$ cat src/rtl/cpu_pkg.sv
// cpu_pkg
// Shared encodings for the CPU control path: sequencer states, opcodes,
// ALU function codes, register-file FunSel codes, mux selects and the
// instruction classes produced by the decoder. No ports (package).
package cpu_pkg;

    typedef enum logic [2:0] {
        ST_INIT    = 3'd0,
        ST_FETCH_L = 3'd1,
        ST_FETCH_H = 3'd2,
        ST_EXEC1   = 3'd3,
        ST_EXEC2   = 3'd4,
        ST_HALT    = 3'd5
    } state_t;

    localparam logic [3:0] OP_AND = 4'h0;
    localparam logic [3:0] OP_OR  = 4'h1;
    localparam logic [3:0] OP_NOT = 4'h2;
    localparam logic [3:0] OP_ADD = 4'h3;
    localparam logic [3:0] OP_SUB = 4'h4;
    localparam logic [3:0] OP_LDI = 4'h5;
    localparam logic [3:0] OP_ST  = 4'h6;
    localparam logic [3:0] OP_LD  = 4'h7;
    localparam logic [3:0] OP_BRA = 4'h8;
    localparam logic [3:0] OP_BNE = 4'h9;
    localparam logic [3:0] OP_HLT = 4'hF;

    localparam logic [3:0] ALU_PASS_A = 4'b0000;
    localparam logic [3:0] ALU_NOT_A  = 4'b0010;
    localparam logic [3:0] ALU_ADD    = 4'b0100;
    localparam logic [3:0] ALU_SUB    = 4'b0110;
    localparam logic [3:0] ALU_AND    = 4'b0111;
    localparam logic [3:0] ALU_OR     = 4'b1000;

    localparam logic [1:0] FUN_CLR  = 2'b00;
    localparam logic [1:0] FUN_LOAD = 2'b01;
    localparam logic [1:0] FUN_DEC  = 2'b10;
    localparam logic [1:0] FUN_INC  = 2'b11;

    localparam logic [1:0] ARF_SEL_PC = 2'b00;
    localparam logic [1:0] ARF_SEL_AR = 2'b01;
    localparam logic [3:0] ARF_REG_PC = 4'b0001;
    localparam logic [3:0] ARF_REG_AR = 4'b0010;

    localparam logic [1:0] MUX_ALU  = 2'b00;
    localparam logic [1:0] MUX_MEM  = 2'b01;
    localparam logic [1:0] MUX_IMM  = 2'b10;
    localparam logic [1:0] MUX_ARFC = 2'b11;

    typedef enum logic [2:0] {
        CLS_ALU,
        CLS_LDI,
        CLS_ST,
        CLS_LD,
        CLS_BRA,
        CLS_BNE,
        CLS_HLT,
        CLS_NOP
    } instr_class_t;

    // Register index 0..3 (R1..R4) to one-hot RSel, R1 on bit 3.
    function automatic logic [3:0] rfOneHot(input logic [1:0] idx);
        return 4'b1000 >> idx;
    endfunction

endpackage

$ cat src/rtl/control_unit_if.sv
// control_unit_if
// Bundles the instruction/flag inputs and all datapath control outputs of
// the control unit.
//   master : control unit side (reads IROut/ALUOutFlag, drives controls)
//   slave  : datapath side (drives IROut/ALUOutFlag, reads controls)
interface control_unit_if;
    logic [15:0] IROut;
    logic [3:0]  ALUOutFlag;
    logic [2:0]  RF_OutASel;
    logic [2:0]  RF_OutBSel;
    logic [1:0]  RF_FunSel;
    logic [3:0]  RF_RSel;
    logic [3:0]  RF_TSel;
    logic [3:0]  ALU_FunSel;
    logic [1:0]  ARF_OutCSel;
    logic [1:0]  ARF_OutDSel;
    logic [1:0]  ARF_FunSel;
    logic [3:0]  ARF_RegSel;
    logic        IR_LH;
    logic        IR_Enable;
    logic [1:0]  IR_Funsel;
    logic        Mem_WR;
    logic        Mem_CS;
    logic [1:0]  MuxASel;
    logic [1:0]  MuxBSel;
    logic        MuxCSel;
    logic        Halted;
    logic [2:0]  State;

    modport master (
        input  IROut, ALUOutFlag,
        output RF_OutASel, RF_OutBSel, RF_FunSel, RF_RSel, RF_TSel,
               ALU_FunSel, ARF_OutCSel, ARF_OutDSel, ARF_FunSel, ARF_RegSel,
               IR_LH, IR_Enable, IR_Funsel, Mem_WR, Mem_CS,
               MuxASel, MuxBSel, MuxCSel, Halted, State
    );

    modport slave (
        output IROut, ALUOutFlag,
        input  RF_OutASel, RF_OutBSel, RF_FunSel, RF_RSel, RF_TSel,
               ALU_FunSel, ARF_OutCSel, ARF_OutDSel, ARF_FunSel, ARF_RegSel,
               IR_LH, IR_Enable, IR_Funsel, Mem_WR, Mem_CS,
               MuxASel, MuxBSel, MuxCSel, Halted, State
    );
endinterface

$ cat src/rtl/control_unit_instr_decoder.sv
// instr_decoder
// Maps the 4-bit opcode to an instruction class and an ALU function code.
//   opcode     : IR[15:12]
//   instrClass : instruction class (undefined opcodes -> CLS_NOP)
//   aluCode    : ALU_FunSel to use for ALU-class instructions
//   aluUnary   : ALU op takes only Rs (NOT)
module instr_decoder
    import cpu_pkg::*;
(
    input  logic [3:0]   opcode,
    output instr_class_t instrClass,
    output logic [3:0]   aluCode,
    output logic         aluUnary
);

    always_comb begin
        instrClass = CLS_NOP;
        aluCode    = ALU_PASS_A;
        aluUnary   = 1'b0;
        case (opcode)
            OP_AND: begin instrClass = CLS_ALU; aluCode = ALU_AND; end
            OP_OR:  begin instrClass = CLS_ALU; aluCode = ALU_OR;  end
            OP_NOT: begin instrClass = CLS_ALU; aluCode = ALU_NOT_A; aluUnary = 1'b1; end
            OP_ADD: begin instrClass = CLS_ALU; aluCode = ALU_ADD; end
            OP_SUB: begin instrClass = CLS_ALU; aluCode = ALU_SUB; end
            OP_LDI: instrClass = CLS_LDI;
            OP_ST:  instrClass = CLS_ST;
            OP_LD:  instrClass = CLS_LD;
            OP_BRA: instrClass = CLS_BRA;
            OP_BNE: instrClass = CLS_BNE;
            OP_HLT: instrClass = CLS_HLT;
            default: instrClass = CLS_NOP;
        endcase
    end

endmodule

$ cat src/rtl/control_unit.sv
// control_unit
// Instruction sequencer for the 16-bit CPU. Fetches a 16-bit instruction as
// two byte reads, then drives the datapath for one or two execute cycles.
//   Clock : sole clock, rising edge
//   Reset : asynchronous active-low; forces INIT and idle outputs
//   bus   : control_unit_if.master (IROut/ALUOutFlag in, datapath controls out)
//
// state   | meaning
// --------+-----------------------------------------------------------
// INIT    | clear PC
// FETCH_L | read mem[PC] into IR low byte, PC++
// FETCH_H | read mem[PC] into IR high byte, PC++
// EXEC1   | execute (ALU/LDI/BRA/BNE complete; ST/LD load AR)
// EXEC2   | memory access for ST/LD
// HALT    | idle forever until Reset
module control_unit
    import cpu_pkg::*;
(
    input  logic          Clock,
    input  logic          Reset,
    control_unit_if.master bus
);

    state_t       state;
    state_t       stateNext;
    logic         zFlag;
    instr_class_t instrClass;
    logic [3:0]   aluCode;
    logic         aluUnary;
    logic [1:0]   rd;
    logic [1:0]   rs;
    logic         unusedBits;

    assign rd = bus.IROut[11:10];
    assign rs = bus.IROut[9:8];

    // Immediate byte is routed by the datapath muxes; only Z is consumed here.
    assign unusedBits = ^{bus.IROut[7:0], bus.ALUOutFlag[2:0]};

    instr_decoder u_decoder (
        .opcode     (bus.IROut[15:12]),
        .instrClass (instrClass),
        .aluCode    (aluCode),
        .aluUnary   (aluUnary)
    );

    always_ff @(posedge Clock or negedge Reset) begin
        if (!Reset) begin
            state <= ST_INIT;
            zFlag <= 1'b0;
        end else begin
            state <= stateNext;
            if (state == ST_EXEC1 && instrClass == CLS_ALU)
                zFlag <= bus.ALUOutFlag[3];
        end
    end

    always_comb begin
        stateNext = state;
        case (state)
            ST_INIT:    stateNext = ST_FETCH_L;
            ST_FETCH_L: stateNext = ST_FETCH_H;
            ST_FETCH_H: stateNext = ST_EXEC1;
            ST_EXEC1: begin
                case (instrClass)
                    CLS_ST, CLS_LD: stateNext = ST_EXEC2;
                    CLS_HLT:        stateNext = ST_HALT;
                    default:        stateNext = ST_FETCH_L;
                endcase
            end
            ST_EXEC2:   stateNext = ST_FETCH_L;
            ST_HALT:    stateNext = ST_HALT;
            default:    stateNext = ST_INIT;
        endcase
    end

    always_comb begin
        bus.RF_OutASel  = 3'd0;
        bus.RF_OutBSel  = 3'd0;
        bus.RF_FunSel   = FUN_CLR;
        bus.RF_RSel     = 4'b0000;
        bus.RF_TSel     = 4'b0000;
        bus.ALU_FunSel  = ALU_PASS_A;
        bus.ARF_OutCSel = 2'b00;
        bus.ARF_OutDSel = 2'b00;
        bus.ARF_FunSel  = FUN_CLR;
        bus.ARF_RegSel  = 4'b0000;
        bus.IR_LH       = 1'b0;
        bus.IR_Enable   = 1'b0;
        bus.IR_Funsel   = FUN_CLR;
        bus.Mem_WR      = 1'b0;
        bus.Mem_CS      = 1'b1;
        bus.MuxASel     = MUX_ALU;
        bus.MuxBSel     = MUX_ALU;
        bus.MuxCSel     = 1'b0;
        // Gating on Reset keeps the INIT PC-clear (and any memory strobe)
        // off while reset is still held low.
        if (Reset) begin
            case (state)
                ST_INIT: begin
                    bus.ARF_RegSel = ARF_REG_PC;
                    bus.ARF_FunSel = FUN_CLR;
                end
                ST_FETCH_L, ST_FETCH_H: begin
                    bus.ARF_OutDSel = ARF_SEL_PC;
                    bus.Mem_CS      = 1'b0;
                    bus.IR_Enable   = 1'b1;
                    bus.IR_LH       = (state == ST_FETCH_H);
                    bus.IR_Funsel   = FUN_LOAD;
                    bus.ARF_RegSel  = ARF_REG_PC;
                    bus.ARF_FunSel  = FUN_INC;
                end
                ST_EXEC1: begin
                    case (instrClass)
                        CLS_ALU: begin
                            bus.RF_OutASel = aluUnary ? {1'b0, rs} : {1'b0, rd};
                            bus.RF_OutBSel = {1'b0, rs};
                            bus.MuxCSel    = 1'b0;
                            bus.ALU_FunSel = aluCode;
                            bus.MuxASel    = MUX_ALU;
                            bus.RF_RSel    = rfOneHot(rd);
                            bus.RF_FunSel  = FUN_LOAD;
                        end
                        CLS_LDI: begin
                            bus.MuxASel   = MUX_IMM;
                            bus.RF_RSel   = rfOneHot(rd);
                            bus.RF_FunSel = FUN_LOAD;
                        end
                        CLS_ST, CLS_LD: begin
                            bus.MuxBSel    = MUX_IMM;
                            bus.ARF_RegSel = ARF_REG_AR;
                            bus.ARF_FunSel = FUN_LOAD;
                        end
                        CLS_BRA: begin
                            bus.MuxBSel    = MUX_IMM;
                            bus.ARF_RegSel = ARF_REG_PC;
                            bus.ARF_FunSel = FUN_LOAD;
                        end
                        CLS_BNE: begin
                            if (!zFlag) begin
                                bus.MuxBSel    = MUX_IMM;
                                bus.ARF_RegSel = ARF_REG_PC;
                                bus.ARF_FunSel = FUN_LOAD;
                            end
                        end
                        default: ;
                    endcase
                end
                ST_EXEC2: begin
                    bus.ARF_OutDSel = ARF_SEL_AR;
                    bus.Mem_CS      = 1'b0;
                    if (instrClass == CLS_ST) begin
                        bus.RF_OutASel = {1'b0, rs};
                        bus.MuxCSel    = 1'b0;
                        bus.ALU_FunSel = ALU_PASS_A;
                        bus.Mem_WR     = 1'b1;
                    end else begin
                        bus.MuxASel   = MUX_MEM;
                        bus.RF_RSel   = rfOneHot(rd);
                        bus.RF_FunSel = FUN_LOAD;
                    end
                end
                default: ;
            endcase
        end
    end

    assign bus.Halted = (state == ST_HALT);
    assign bus.State  = state;

endmodule

$ cat src/flat_wrapper.sv
// flat-port wrapper written by rule: the top's interface ports become plain ports
module control_unit_flat import cpu_pkg::*;
  (Clock, Reset, bus_IROut, bus_ALUOutFlag, bus_RF_OutASel, bus_RF_OutBSel, bus_RF_FunSel, bus_RF_RSel, bus_RF_TSel, bus_ALU_FunSel, bus_ARF_OutCSel, bus_ARF_OutDSel, bus_ARF_FunSel, bus_ARF_RegSel, bus_IR_LH, bus_IR_Enable, bus_IR_Funsel, bus_Mem_WR, bus_Mem_CS, bus_MuxASel, bus_MuxBSel, bus_MuxCSel, bus_Halted, bus_State);
  control_unit_if bus_i ();
  input  logic Clock;
  input  logic Reset;
  input wire logic [$bits(bus_i.IROut)-1:0] bus_IROut;
  input wire logic [$bits(bus_i.ALUOutFlag)-1:0] bus_ALUOutFlag;
  output wire logic [$bits(bus_i.RF_OutASel)-1:0] bus_RF_OutASel;
  output wire logic [$bits(bus_i.RF_OutBSel)-1:0] bus_RF_OutBSel;
  output wire logic [$bits(bus_i.RF_FunSel)-1:0] bus_RF_FunSel;
  output wire logic [$bits(bus_i.RF_RSel)-1:0] bus_RF_RSel;
  output wire logic [$bits(bus_i.RF_TSel)-1:0] bus_RF_TSel;
  output wire logic [$bits(bus_i.ALU_FunSel)-1:0] bus_ALU_FunSel;
  output wire logic [$bits(bus_i.ARF_OutCSel)-1:0] bus_ARF_OutCSel;
  output wire logic [$bits(bus_i.ARF_OutDSel)-1:0] bus_ARF_OutDSel;
  output wire logic [$bits(bus_i.ARF_FunSel)-1:0] bus_ARF_FunSel;
  output wire logic [$bits(bus_i.ARF_RegSel)-1:0] bus_ARF_RegSel;
  output wire logic [$bits(bus_i.IR_LH)-1:0] bus_IR_LH;
  output wire logic [$bits(bus_i.IR_Enable)-1:0] bus_IR_Enable;
  output wire logic [$bits(bus_i.IR_Funsel)-1:0] bus_IR_Funsel;
  output wire logic [$bits(bus_i.Mem_WR)-1:0] bus_Mem_WR;
  output wire logic [$bits(bus_i.Mem_CS)-1:0] bus_Mem_CS;
  output wire logic [$bits(bus_i.MuxASel)-1:0] bus_MuxASel;
  output wire logic [$bits(bus_i.MuxBSel)-1:0] bus_MuxBSel;
  output wire logic [$bits(bus_i.MuxCSel)-1:0] bus_MuxCSel;
  output wire logic [$bits(bus_i.Halted)-1:0] bus_Halted;
  output wire logic [$bits(bus_i.State)-1:0] bus_State;
  assign bus_i.IROut = bus_IROut;
  assign bus_i.ALUOutFlag = bus_ALUOutFlag;
  assign bus_RF_OutASel = bus_i.RF_OutASel;
  assign bus_RF_OutBSel = bus_i.RF_OutBSel;
  assign bus_RF_FunSel = bus_i.RF_FunSel;
  assign bus_RF_RSel = bus_i.RF_RSel;
  assign bus_RF_TSel = bus_i.RF_TSel;
  assign bus_ALU_FunSel = bus_i.ALU_FunSel;
  assign bus_ARF_OutCSel = bus_i.ARF_OutCSel;
  assign bus_ARF_OutDSel = bus_i.ARF_OutDSel;
  assign bus_ARF_FunSel = bus_i.ARF_FunSel;
  assign bus_ARF_RegSel = bus_i.ARF_RegSel;
  assign bus_IR_LH = bus_i.IR_LH;
  assign bus_IR_Enable = bus_i.IR_Enable;
  assign bus_IR_Funsel = bus_i.IR_Funsel;
  assign bus_Mem_WR = bus_i.Mem_WR;
  assign bus_Mem_CS = bus_i.Mem_CS;
  assign bus_MuxASel = bus_i.MuxASel;
  assign bus_MuxBSel = bus_i.MuxBSel;
  assign bus_MuxCSel = bus_i.MuxCSel;
  assign bus_Halted = bus_i.Halted;
  assign bus_State = bus_i.State;
  control_unit u_core (.Clock(Clock), .Reset(Reset), .bus(bus_i));
endmodule
$ cat config.mk
export PLATFORM = sky130hd
export DESIGN_NAME = control_unit_flat
export DESIGN_NICKNAME = d
export VERILOG_FILES = /design/src/rtl/cpu_pkg.sv /design/src/rtl/control_unit_if.sv /design/src/rtl/control_unit_instr_decoder.sv /design/src/rtl/control_unit.sv /design/src/flat_wrapper.sv
export SDC_FILE = /design/constraint.sdc
export NUM_CORES = 1
export LEC_CHECK = 0
export CAP_MARGIN = 20
export CORE_MARGIN = 2
export CORE_UTILIZATION = 33
export DETAILED_ROUTE_END_ITERATION = 8
export PLACE_DENSITY = 0.95
export SLEW_MARGIN = 40
export SYNTH_ARGS = -nofsm -noshare
export SYNTH_HDL_FRONTEND = slang
export SYNTH_SLANG_ARGS = --single-unit
$ cat constraint.sdc
create_clock -name Clock -period 2.45 [get_ports Clock]
set_input_delay 0.49 -clock Clock [delete_from_list [all_inputs] [get_ports Clock]]
set_output_delay 0.49 -clock Clock [all_outputs]
set_load 0.1 [all_outputs]
# After elaboration in Yosys (flattened, before gate mapping)
# Cells that the tools add are included.
# W data, S select, Z words.
[totals]
reg_bits = 4
latch_bits = 0
ram_bits = 0
romBits = 0
in_bits = 22
output_inout_bits = 45
wordCells = 88
mem_count = 0
[op_classes]
add_sub_neg = 0
n_mul = 0
div = 0
n_lt_le_gt_ge = 0
n_eq_ne = 21
n_shift = 1
mux = 52
bitwise_logic = 0
reduce_logical = 12
[op_table]
columns = ["operator", "count"]
rows = [
  ["$mux W4", 7],
  ["$mux W2", 12],
  ["$pmux W3 S7", 1],
  ["$pmux W2 S2", 5],
  ["$pmux W4 S5", 1],
  ["$eq A4 B3 Y1 const B", 4],
  ["$mux W1", 16],
  ["$pmux W4 S2", 2],
  ["$eq A3 B3 Y1 const B", 5],
  ["$pmux W3 S5", 1],
  ["$eq A3 B2 Y1 const B", 4],
  ["$eq A4 B4 Y1 const B", 3],
  ["$mux W3", 4],
  ["$pmux W3 S2", 2],
  ["$pmux W4 S3", 1],
  ["$reduce_or A3 Y1", 3],
  ["$eq A4 B2 Y1 const B", 2],
  ["$reduce_or A2 Y1", 4],
  ["$eq A3 B1 Y1 const B", 2],
  ["$logic_not A3 Y1", 2],
  ["$reduce_or A5 Y1", 1],
  ["$eq A4 B1 Y1 const B", 1],
  ["$logic_not A4 Y1", 1],
  ["$shr A4 B2 Y4 const A", 1],
  ["$logic_and A1 B1 Y1", 1],
]

# Depth between registers and ports, before layout
# Gate-level depths: netlist (run 1).
[logic_depth]
word_depth = 8
mapped_depth = 5
mapped_depth_nobuf = 5

# Hierarchy
# A second synthesis (run 1) with hierarchy kept.
[hier_totals]
cells_unflattened = 94
hier_area_um2 = 737.0
[by_module_without_submodules]
columns = ["module", "n_inst", "cells_per_inst", "area_each_um2", "seq_area_each_um2"]
rows = [
  ["control_unit", 1, 80, 621.8, 100.1],
  ["instr_decoder", 1, 14, 115.1, 0.0],
]

# Worst setup path before layout (run 1)
# No wires, ideal clock.
[synth_timing]
path_type = "register to output"
from = "reg u_core.state[2], in the netlist u_core.bus.State[2]"
to = "out bus_RF_RSel[1]"
arrival_time_ns = 5.436
required_ns = 1.960
setup_slack_ns = -3.476
stages_incl_launch_ff = 6
n_path_buf = 0
path_cell_list = "dfrtp_1 > nor3b_2 > nand2_1 > inv_1 > nor2_1 > nor4b_1"
[synth_via]
elab_chain_cells = 3
elab_cells_between_ends = 4
cone_classes = "eq/ne: 2; mux: 2"
[synth_rtl]
columns = ["item", "line", "rtl"]
rows = [
  ["from (decl)", "control_unit.sv:24", "state_t state;"],
  ["from (signal assigned)", "control_unit.sv:52", "state <= stateNext;"],
  ["$eq A3 B3 Y1 / $eq A3 B2 Y1 (equally long branches)", "control_unit.sv:99", "case (state)"],
  ["$pmux W4 S2 (*)", "control_unit.sv:99", ""],
  ["$mux W4 (*)", "control_unit.sv:98", "if (Reset) begin"],
  ["to (decl)", "flat_wrapper.sv:12", "output wire logic [$bits(bus_i.RF_RSel)-1:0] bus_RF_RSel;"],
]
# Mark *: on every way between the ends. The rest lies on a longest branch, timed or not.

# Final worst setup path (run 1)
[layout_timing]
from = "in bus_IROut[14]"
to = "out bus_RF_OutASel[1]"
[layout_via]
elab_chain_cells = 7
elab_cells_between_ends = 21
cone_classes = "eq/ne: 11; mux: 7; reduce/logical: 3"
[layout_rtl]
columns = ["item", "line", "rtl"]
rows = [
  ["from (decl)", "flat_wrapper.sv:7", "input wire logic [$bits(bus_i.IROut)-1:0] bus_IROut;"],
  ["$eq A4 B3 Y1, or another cell as far along", "control_unit_instr_decoder.sv:20", "case (opcode)"],
  ["$reduce_or A5 Y1 (no source line)", "-", ""],
  ["$pmux W3 S7", "control_unit_instr_decoder.sv:20", ""],
  ["$eq A3 B2 Y1 / $logic_not A3 Y1 (equally long branches)", "control_unit.sv:152, control_unit.sv:114", ""],
  ["$mux W2 / $mux W3 (equally long branches)", "control_unit.sv:152, control_unit.sv:114", ""],
  ["$pmux W3 S2 (*)", "control_unit.sv:99", ""],
  ["$mux W3 (*)", "control_unit.sv:98", ""],
  ["to (decl)", "flat_wrapper.sv:9", "output wire logic [$bits(bus_i.RF_OutASel)-1:0] bus_RF_OutASel;"],
]
# Marked as above.

==> results of run 1 <==
power by group:
part           switching [mW]  total, mW  internal [mW]
Combinational            1.08       1.59          0.509
Clock                  0.0304     0.0916         0.0613
Sequential             0.0506      0.161          0.110
state kept, by name (all words and copies together), names as in the netlist:
signal	flops
u_core.bus.State	3
u_core.zFlag	1
layout by cell type (no fill, tap or decap), types with 2 or more instances in the layout:
cell / instances
nor2_2: 4
o22ai_4: 2
buf_4: 30
and2_1: 2
nand3b_1: 4
dlygate4sd2_1: 4
nor4b_4: 2
o21ai_0: 3
inv_1: 2
nor2b_1: 3
conb_1: 15
nand2_1: 8
nand2b_1: 2
nor3b_4: 4
nor2_1: 3
and4bb_2: 2
buf_12: 27
clkdlybuf4s50_1: 5
clkbuf_4: 3
dfrtp_4: 3
nor2_4: 4
a21boi_0: 2
how the worst min path moves through the flow:
stage                     cells past startpoint    startpoint  slack [ns]                   to
after detailed placement                      1  u_core.zFlag        0.53         u_core.zFlag
final                                         2         Reset        0.37  u_core.bus.State[0]
after global routing                          2         Reset        0.38  u_core.bus.State[0]
after global placement                        1  u_core.zFlag        0.51         u_core.zFlag
after CTS                                     2         Reset        0.37  u_core.bus.State[0]
after floorplan                               0         Reset        0.19         u_core.zFlag
layout make-up:
type                    instances  area [um^2]  share of cell area [%]
well taps                      28         35.0                    1.99
multi-input cells              83          716                    40.7
repair buffers                 67          856                    48.6
clock buffers                   4         26.3                    1.49
flip-flops and latches          4          111                    6.33
inverters                       3         15.0                   0.853
worst reg2reg max path, delay by kind of cell, from the launching register on:
family | cells | cell delay [ns]
mux | 1 | 0.26
flops | 1 | 0.53
simple gates | 2 | 0.39
buf+inv | 1 | 0.13
cell families after synthesis:
| kind of cell | share of synthesized area (%) |
|---|---|
| AND/OR/NAND/NOR | 42.7 |
| buffers and inverters | 23.9 |
| AO/OA/AOI/OAI | 16.4 |
| flip-flops | 13.7 |
| XOR/XNOR | 1.20 |
| multiplexers | 1.54 |
| other | 0.512 |
layer usage:
| layer | up-vias | track usage (%) | part of all wire (%) |
|---|---|---|---|
| li1 | 441 | - | - |
| met3 | 2 | 5.26 | 8.3 |
| met5 | - | 0 | 0 |
| met1 | 437 | 22.9 | 35 |
| met4 | 0 | 2.25 | 0.41 |
| met2 | 55 | 43.7 | 56 |
timing repair:
action	CTS	global route
endpoints found under the setup margin	17	8
hold buffers	0	0
pin swaps	7	5
resized for setup	8	2
setup buffers	0	6
==> reports/summary.txt, run 1 <==
Result of the run = finished clean
WP depth = 5
Worst Setup EP = bus_RF_OutASel[1]
Detailed-route vias per instance = 4.95
PnR worst setup slack = 0.0415 ns
Setup TNS = 0 ns
Sort of element at the end of the critical path = primary output
Cell count after placement = 179
Most used flip-flop cell after synthesis = dfrtp_1
Routability congestion estimate from global placement = 0.817
Number of pins with negative max-slew slack in the final report = 0
DR vias = 935
Most common library cells after synthesis = buf_4, nor2_1, nand2_1
CP arrival = 1.92 ns
Period minus WS final = 2.41 ns
Floorplan die width = 51.1 um
Worst Hold Margin = 0.372 ns
Number of global-route vias before repair = 927
Post-DP HPWL = 2340 um
Worst Path Buf+Inv = 2
Number of diodes added for antenna fixing = 0
Overflow after GRT = 0
Cell type contributing the most total cell area after synthesis = buf_4
Most common cell in the netlist = buf_4
Required time at the worst-slack endpoint = 1.96 ns
Worst setup path class = primary input to primary output
Number of ports placed on the die boundary = 67
Source of the critical timing path = bus_IROut[14]
Syn avg cell area = 7.39 um^2
Path class of the lowest-slack min-delay path = primary input to async pin
Leakage power = 0.715 nW
Placement-stage worst setup slack = -0.218 ns
Pwr per Cell Area = 1050 nW/um^2
Largest net degree at the start of global routing = 15
Final cell count without fillers = 189
Core region area = 2150 um^2
Total power = 1.84 mW
Cells along the critical path = dlygate4sd2_1 > or4b_4 > o2bb2a_4 > o22ai_4 > buf_12
Routed length per instance = 15.5 um
Max stage delay cell, worst path = or4b_4
DRC violation count after routing = 0
First-pass GRT wire length = 4360 um
Final Hold Vio Count = 0
Initial DRC Count = 18
Maximum fanout count along the critical path = 2
Number of enable-type register cells in the synthesized netlist = 0
Total global-route track usage = 21.7%
Nets = 184
RSZ-0062 raised after global routing = yes
H-tree depth reported by CTS = 1
Reg2Reg Capture Point = u_core.zFlag
Total setup violations reported at the end of the flow = 0
Number of clock sinks = 4
Vert. Die Dim = 51.1 um
Area growth from synthesis to layout = 140%
TritonCTS Buffers = 3
Number of distinct library cell variants in the gate-level netlist after synthesis = 39
Final instance area = 1760 um^2
Insertion delay to the later sink of the worst-skew pair = 0.24 ns
CTS tree = yes
Initial antenna violation count = 0
Setup slack of the most critical reg-to-reg path = 1.00 ns
Post-Route WL = 2920 um
IO Port Bufs = 40
Final-layout fill cell count = 127
Number of instances in the synthesized netlist = 99
Die footprint = 2610 um^2
DR pass1 iterations = 4
Ys async rst share = 100%
Fraction of synthesized cell area taken by the top area cell type = 16.4%
Sequential-to-total area share from yosys stat = 13.7%
Placed instance area = 1690 um^2
Clock transition at the registers of the reported paths = 0.05 ns
Number of buffers on the longest clock path = 2
Antenna violation net count after detailed routing = 0
Ratio of cells with drive above 1 in the final layout = 59.0%
Synth Register Bits = 4
Delay of the slowest critical-path stage = 0.56 ns
Reg2reg start = u_core.bus.State[2]
R2R depth = 4
CTS root buffer = clkbuf_4
Kind of launch point of the worst setup path = primary input
Final core area utilization = 81.9%
Final critical-path share of the clock period = 98.3%
Max IR drop VDD = 1320 uV
Starting utilization of the core area = 34.1%
Final Skew = 0.0176 ns
Max-capacitance violation count = 0
Crit-path leading delay family = simple AND/OR/NAND/NOR gates
Synth Warn # = 0
Mapped cell area = 732 um^2
Site Rows = 17
Achievable Freq = 415 MHz
Synth area leaders = buf_4, dfrtp_1, nor2_1
Power figures use the tool's default switching activity.
==> inputs of run 2 (changes only) <==
--- a/config.mk
+++ b/config.mk
@@ -6,7 +6,6 @@
 export NUM_CORES = 1
 export LEC_CHECK = 0
 export CAP_MARGIN = 20
-export CORE_MARGIN = 2
 export CORE_UTILIZATION = 33
 export DETAILED_ROUTE_END_ITERATION = 8
 export PLACE_DENSITY = 0.95
==> reports/summary.txt, run 2 (same netlist as run 1, synthesis figures left out) <==
Number of diodes added for antenna fixing = 0 (unchanged)
Post-DP HPWL = 2300 um (-1.7%)
H-tree depth reported by CTS = 1 (unchanged)
Initial DRC Count = 13 (-5)
CTS root buffer = clkbuf_4
Site Rows = 16 (-1)
Sort of element at the end of the critical path = primary output
Number of flip-flops in the largest register = 3 (unchanged)
Post-Route WL = 2770 um (-5.3%)
Routed length per instance = 14.7 um (-4.8%)
Die footprint = 2410 um^2 (-7.7%)
Initial antenna violation count = 0 (unchanged)
DR vias = 941 (+0.64%)
Most frequent standard cell in the layout excluding fill and tap cells = buf_4
Insertion delay to the later sink of the worst-skew pair = 0.25 ns (about the same)
IO Port Bufs = 40 (unchanged)
Core region area = 2020 um^2 (-5.9%)
Final Hold Vio Count = 0 (unchanged)
Setup TNS = 0 ns (unchanged)
Number of clock sinks = 4 (unchanged)
DR pass1 iterations = 4 (unchanged)
Highest-count cells in the layout ignoring fill and taps = buf_4, buf_12, conb_1
Antenna violation net count after detailed routing = 0 (unchanged)
Number of ports placed on the die boundary = 67 (unchanged)
Result of the run = finished clean
Final critical-path share of the clock period = 98.1% (-0.24 points)
CP arrival = 1.91 ns (about the same)
Nets = 184 (unchanged)
Total power = 1.86 mW (+0.78%)
Path class of the lowest-slack min-delay path = primary input to async pin
Cell count after placement = 182 (+1.7%)
Largest net degree at the start of global routing = 13 (-2)
Starting utilization of the core area = 36.2% (+2.1 points)
First-pass GRT wire length = 4730 um (+8.4%)
Number of global-route vias before repair = 983 (+6.0%)
Period minus WS final = 2.40 ns (-0.00597 ns)
Number of buffers on the longest clock path = 2 (unchanged)
Pwr per Cell Area = 1050 nW/um^2 (+0.14%)
Leakage power = 0.715 nW (about the same)
Floorplan die width = 49.1 um (-3.9%)
CTS tree = yes
Detailed-route vias per instance = 5.01 (+1.2%)
Max IR drop VDD = 1410 uV (+6.5%)
Number of buffers inserted for hold repair after clock tree synthesis = 0 (unchanged)
Placement-stage worst setup slack = -0.434 ns (-0.216 ns)
Kind of launch point of the worst setup path = primary input
Clock transition at the registers of the reported paths = 0.05 ns (about the same)
Final-layout fill cell count = 92 (-28%)
Required time at the worst-slack endpoint = 1.96 ns (about the same)
Total setup violations reported at the end of the flow = 0 (unchanged)
Setup slack of the most critical reg-to-reg path = 0.98 ns (-0.02 ns)
Worst setup path class = primary input to primary output
Placed instance area = 1710 um^2 (+1.7%)
Vert. Die Dim = 49.1 um (-3.9%)
Routability congestion estimate from global placement = 0.804 (-1.7%)
Final cell count without fillers = 188 (-0.53%)
Number of pins with negative max-slew slack in the final report = 0 (unchanged)
Achievable Freq = 416 MHz (+0.25%)
Final Skew = 0.0128 ns (-0.00474 ns)
Ratio of cells with drive above 1 in the final layout = 60.2% (+1.2 points)
Max-capacitance violation count = 0 (unchanged)
Area growth from synthesis to layout = 142%
Final instance area = 1770 um^2 (+0.64%)
TritonCTS Buffers = 3 (unchanged)
Overflow after GRT = 0 (unchanged)
PnR worst setup slack = 0.0475 ns (+0.00597 ns)
DRC violation count after routing = 0 (unchanged)
Total global-route track usage = 25.1% (+3.4 points)
Maximum fanout count along the critical path = 4 (+2)
-- run 2: changes by cell type in the layout (fill, tap and decap cells not counted) --
cell | previous run | this run
or3_4 | 1 | 0
a22oi_2 | 0 | 1
clkdlybuf4s15_2 | 0 | 2
dlygate4sd2_1 | 4 | 2
buf_4 | 30 | 28
or3_1 | 0 | 1
buf_6 | 0 | 2
a22oi_1 | 1 | 0
-- run 2: stage by stage --
| stage | utilization [%] | hold slack (ns) |
|---|---|---|
| after floorplan | - | 0.194 |
| after global placement | 84.8 | 0.503 |
| after detailed placement | 84.8 | 0.513 |
| after CTS | 87.4 | 0.365 |
| after global routing | 87.6 | 0.375 |
| final | 87.6 | 0.369 |
-- run 2: what timing repair did --
item | in CTS | in global routing
pin swaps | 3 | 3
endpoints found under the setup margin | 17 | 7
gates resized for setup | 13 | 3
setup buffers | 1 | 1
-- run 2: layout make-up --
type	count	area (um^2)	share of cell area, %
clock buffer	4	26.3	1.48
inverter	3	15.0	0.848
multi-input combinational	83	716	40.4
sequential	4	111	6.29
tap	27	33.8	1.91
timing repair buffer	67	868	49.0
-- run 2: critical path: stages --
cell,delay [ns]
dlygate4sd2_1,0.28
or4b_4,0.51
o2bb2a_4,0.26
o22ai_4,0.17
buf_12,0.20
-- run 2: final timing paths --
path	from	endpoint	depth (start not counted)
max	bus_IROut[12]	bus_RF_OutASel[1]	5
max in group asynchronous	Reset	u_core.bus.State[1]	2
min	Reset	u_core.bus.State[0]	2
min reg2reg	u_core.zFlag	u_core.zFlag	1
min in group Clock	u_core.zFlag	u_core.zFlag	1
max reg2reg	u_core.bus.State[2]	u_core.zFlag	4
-- run 2: power by group --
group          total, mW  leakage (nW)  switching [mW]  internal [mW]
clock             0.0928        0.0150          0.0314         0.0614
sequential         0.146        0.0450          0.0358          0.110
combinational       1.62         0.655            1.10          0.520
-- run 2: layer usage --
layer | wire (um) | vias up | global-route usage, %
met3 | 127 | 7 | 4.05
li1 | - | 440 | -
met2 | 1470 | 45 | 47.7
met4 | 34 | 0 | 6.86
met5 | 0 | - | 0
met1 | 1140 | 449 | 28.1
==> inputs of run 3 (changes only) <==
--- a/config.mk
+++ b/config.mk
@@ -8,7 +8,7 @@
 export CAP_MARGIN = 20
 export CORE_UTILIZATION = 33
 export DETAILED_ROUTE_END_ITERATION = 8
-export PLACE_DENSITY = 0.95
+export PLACE_DENSITY = 0.94
 export SLEW_MARGIN = 40
 export SYNTH_ARGS = -nofsm -noshare
 export SYNTH_HDL_FRONTEND = slang
==> reports/summary.txt, run 3 (same netlist as run 1, synthesis figures left out) <==
Cells along the critical path = dlygate4sd2_1 > or4b_4 > o2bb2a_4 > o22ai_4 > buf_12
Final-layout fill cell count = 98 (+6.5%)
Period minus WS final = 2.42 ns (+0.0151 ns)
Final core area utilization = 87.0% (-0.56 points)
Site Rows = 16 (unchanged)
DR pass1 iterations = 4 (unchanged)
Ratio of cells with drive above 1 in the final layout = 59.6% (-0.62 points)
Core region area = 2020 um^2 (unchanged)
Number of global-route vias before repair = 941 (-4.3%)
DR vias = 937 (-0.43%)
Starting utilization of the core area = 36.2% (unchanged)
Sort of element at the end of the critical path = primary output
Pwr per Cell Area = 1060 nW/um^2 (+0.75%)
Final Hold Vio Count = 0 (unchanged)
Final Skew = 0.00477 ns (-0.00807 ns)
Number of clock sinks = 4 (unchanged)
Die footprint = 2410 um^2 (unchanged)
Achievable Freq = 414 MHz (-0.62%)
Overflow after GRT = 0 (unchanged)
Setup TNS = 0 ns (unchanged)
Number of flip-flops in the largest register = 3 (unchanged)
Number of ports placed on the die boundary = 67 (unchanged)
Nets = 184 (unchanged)
Number of buffers on the longest clock path = 2 (unchanged)
Final cell count without fillers = 188 (unchanged)
Max stage delay cell, worst path = or4b_4
Maximum fanout count along the critical path = 2 (-2)
RSZ-0062 raised after global routing = yes
Largest net degree at the start of global routing = 15 (+2)
Sequential cell area = 111 um^2 (unchanged)
Clock transition at the registers of the reported paths = 0.04 ns (about the same)
Number of pins with negative max-slew slack in the final report = 0 (unchanged)
Routability congestion estimate from global placement = 0.772 (-3.9%)
Total setup violations reported at the end of the flow = 0 (unchanged)
Number of diodes added for antenna fixing = 0 (unchanged)
Area of the multi-input gates = 717 um^2 (+0.17%)
IO Port Bufs = 40 (unchanged)
Highest-count cells in the layout ignoring fill and taps = buf_4, buf_12, conb_1
Floorplan die width = 49.1 um (unchanged)
Required time at the worst-slack endpoint = 1.96 ns (about the same)
Antenna violation net count after detailed routing = 0 (unchanged)
Initial DRC Count = 15 (+2)
Path class of the lowest-slack min-delay path = primary input to async pin
Worst setup path class = primary input to primary output
Initial antenna violation count = 0 (unchanged)
Total global-route track usage = 22.2% (-2.9 points)
H-tree depth reported by CTS = 1 (unchanged)
Final critical-path share of the clock period = 98.7% (+0.62 points)
Number of buffers inserted for hold repair after clock tree synthesis = 0 (unchanged)
Post-DP HPWL = 2170 um (-5.4%)
Vert. Die Dim = 49.1 um (unchanged)
Leakage power = 0.711 nW (-0.50%)
Result of the run = finished clean
Max-capacitance violation count = 0 (unchanged)
Post-Route WL = 2700 um (-2.5%)
Area growth from synthesis to layout = 140%
Detailed-route vias per instance = 4.98 (-0.43%)
TritonCTS Buffers = 3 (unchanged)
Kind of launch point of the worst setup path = primary input
Max IR drop VDD = 1510 uV (+7.1%)
Insertion delay to the later sink of the worst-skew pair = 0.23 ns (-0.02 ns)
CTS tree = yes
Routed length per instance = 14.4 um (-2.5%)
Delay of the slowest critical-path stage = 0.56 ns (+0.05 ns)
Most frequent standard cell in the layout excluding fill and tap cells = buf_4
CTS root buffer = clkbuf_4
CP arrival = 1.93 ns (+0.02 ns)
Cell count after placement = 178 (-2.2%)
DRC violation count after routing = 0 (unchanged)
First-pass GRT wire length = 4240 um (-10%)
[run 3: cell count changes in the layout (fill, tap and decap cells not counted), moves of 2 or more]
cell and change:
buf_4 +2, dlygate4sd2_1 +2, clkdlybuf4s15_2 -2, buf_6 -2
[run 3: timing repair]
item,4_1_cts,5_1_grt
gates resized for setup,10,2
setup buffers,0,6
setup endpoints to repair,15,7
pin swaps,6,4
[run 3: path summary, 6_finish.rpt]
| check | endpoint | startpoint | cells past startpoint | slack [ns] |
|---|---|---|---|---|
| worst max-delay path | bus_RF_OutASel[1] | bus_IROut[14] | 5 | 0.03 |
| worst min-delay path | u_core.bus.State[0] | Reset | 2 | 0.40 |
| worst max register to register | u_core.zFlag | u_core.bus.State[1] | 4 | 0.97 |
| worst min register to register | u_core.zFlag | u_core.zFlag | 1 | 0.56 |
| max in group asynchronous | u_core.bus.State[2] | Reset | 2 | 1.89 |
| min in group Clock | u_core.zFlag | u_core.zFlag | 1 | 0.56 |
[run 3: final cells by class]
type | instances | area share, %
clock buffers | 4 | 1.49
multi-input cells | 83 | 40.8
flip-flops and latches | 4 | 6.33
inverters | 3 | 0.853
repair buffers | 67 | 48.6
well taps | 27 | 1.92
[run 3: worst max-delay path, delay by kind of cell]
family | cells | cell delay, ns
AND/OR/NAND/NOR | 1 | 0.56
AO/OA/AOI/OAI | 2 | 0.42
buffers and inverters | 2 | 0.45
[run 3: metal layers]
| layer | track usage [%] | vias to the layer above | part of all wire [%] |
|---|---|---|---|
| li1 | - | 438 | - |
| met1 | 25.0 | 440 | 37 |
| met2 | 42.5 | 53 | 56 |
| met3 | 3.12 | 6 | 4.6 |
| met4 | 6.37 | 0 | 1.8 |
| met5 | 0 | - | 0 |
[run 3: stage by stage]
| stage | hold WS, ns | cell area (um^2) | setup WS (ns) | total power [mW] |
|---|---|---|---|---|
| 3_5_place_dp | 0.539 | 1680 | -0.248 | 1.71 |
| 3_3_place_gp | 0.505 | 1680 | -0.178 | 1.68 |
| 4_1_cts | 0.384 | 1720 | 0.00228 | 1.81 |
| 2_1_floorplan | 0.194 | 1000 | -0.699 | 1.27 |
| 5_1_grt | 0.413 | 1760 | -0.0101 | 1.91 |
| 6_report | 0.399 | 1760 | 0.0324 | 1.86 |
[run 3: power by group]
| part | internal, mW | leakage (nW) | switching, mW |
|---|---|---|---|
| clock | 0.0611 | 0.0150 | 0.0263 |
| combinational | 0.524 | 0.651 | 1.05 |
| sequential | 0.111 | 0.0450 | 0.0867 |
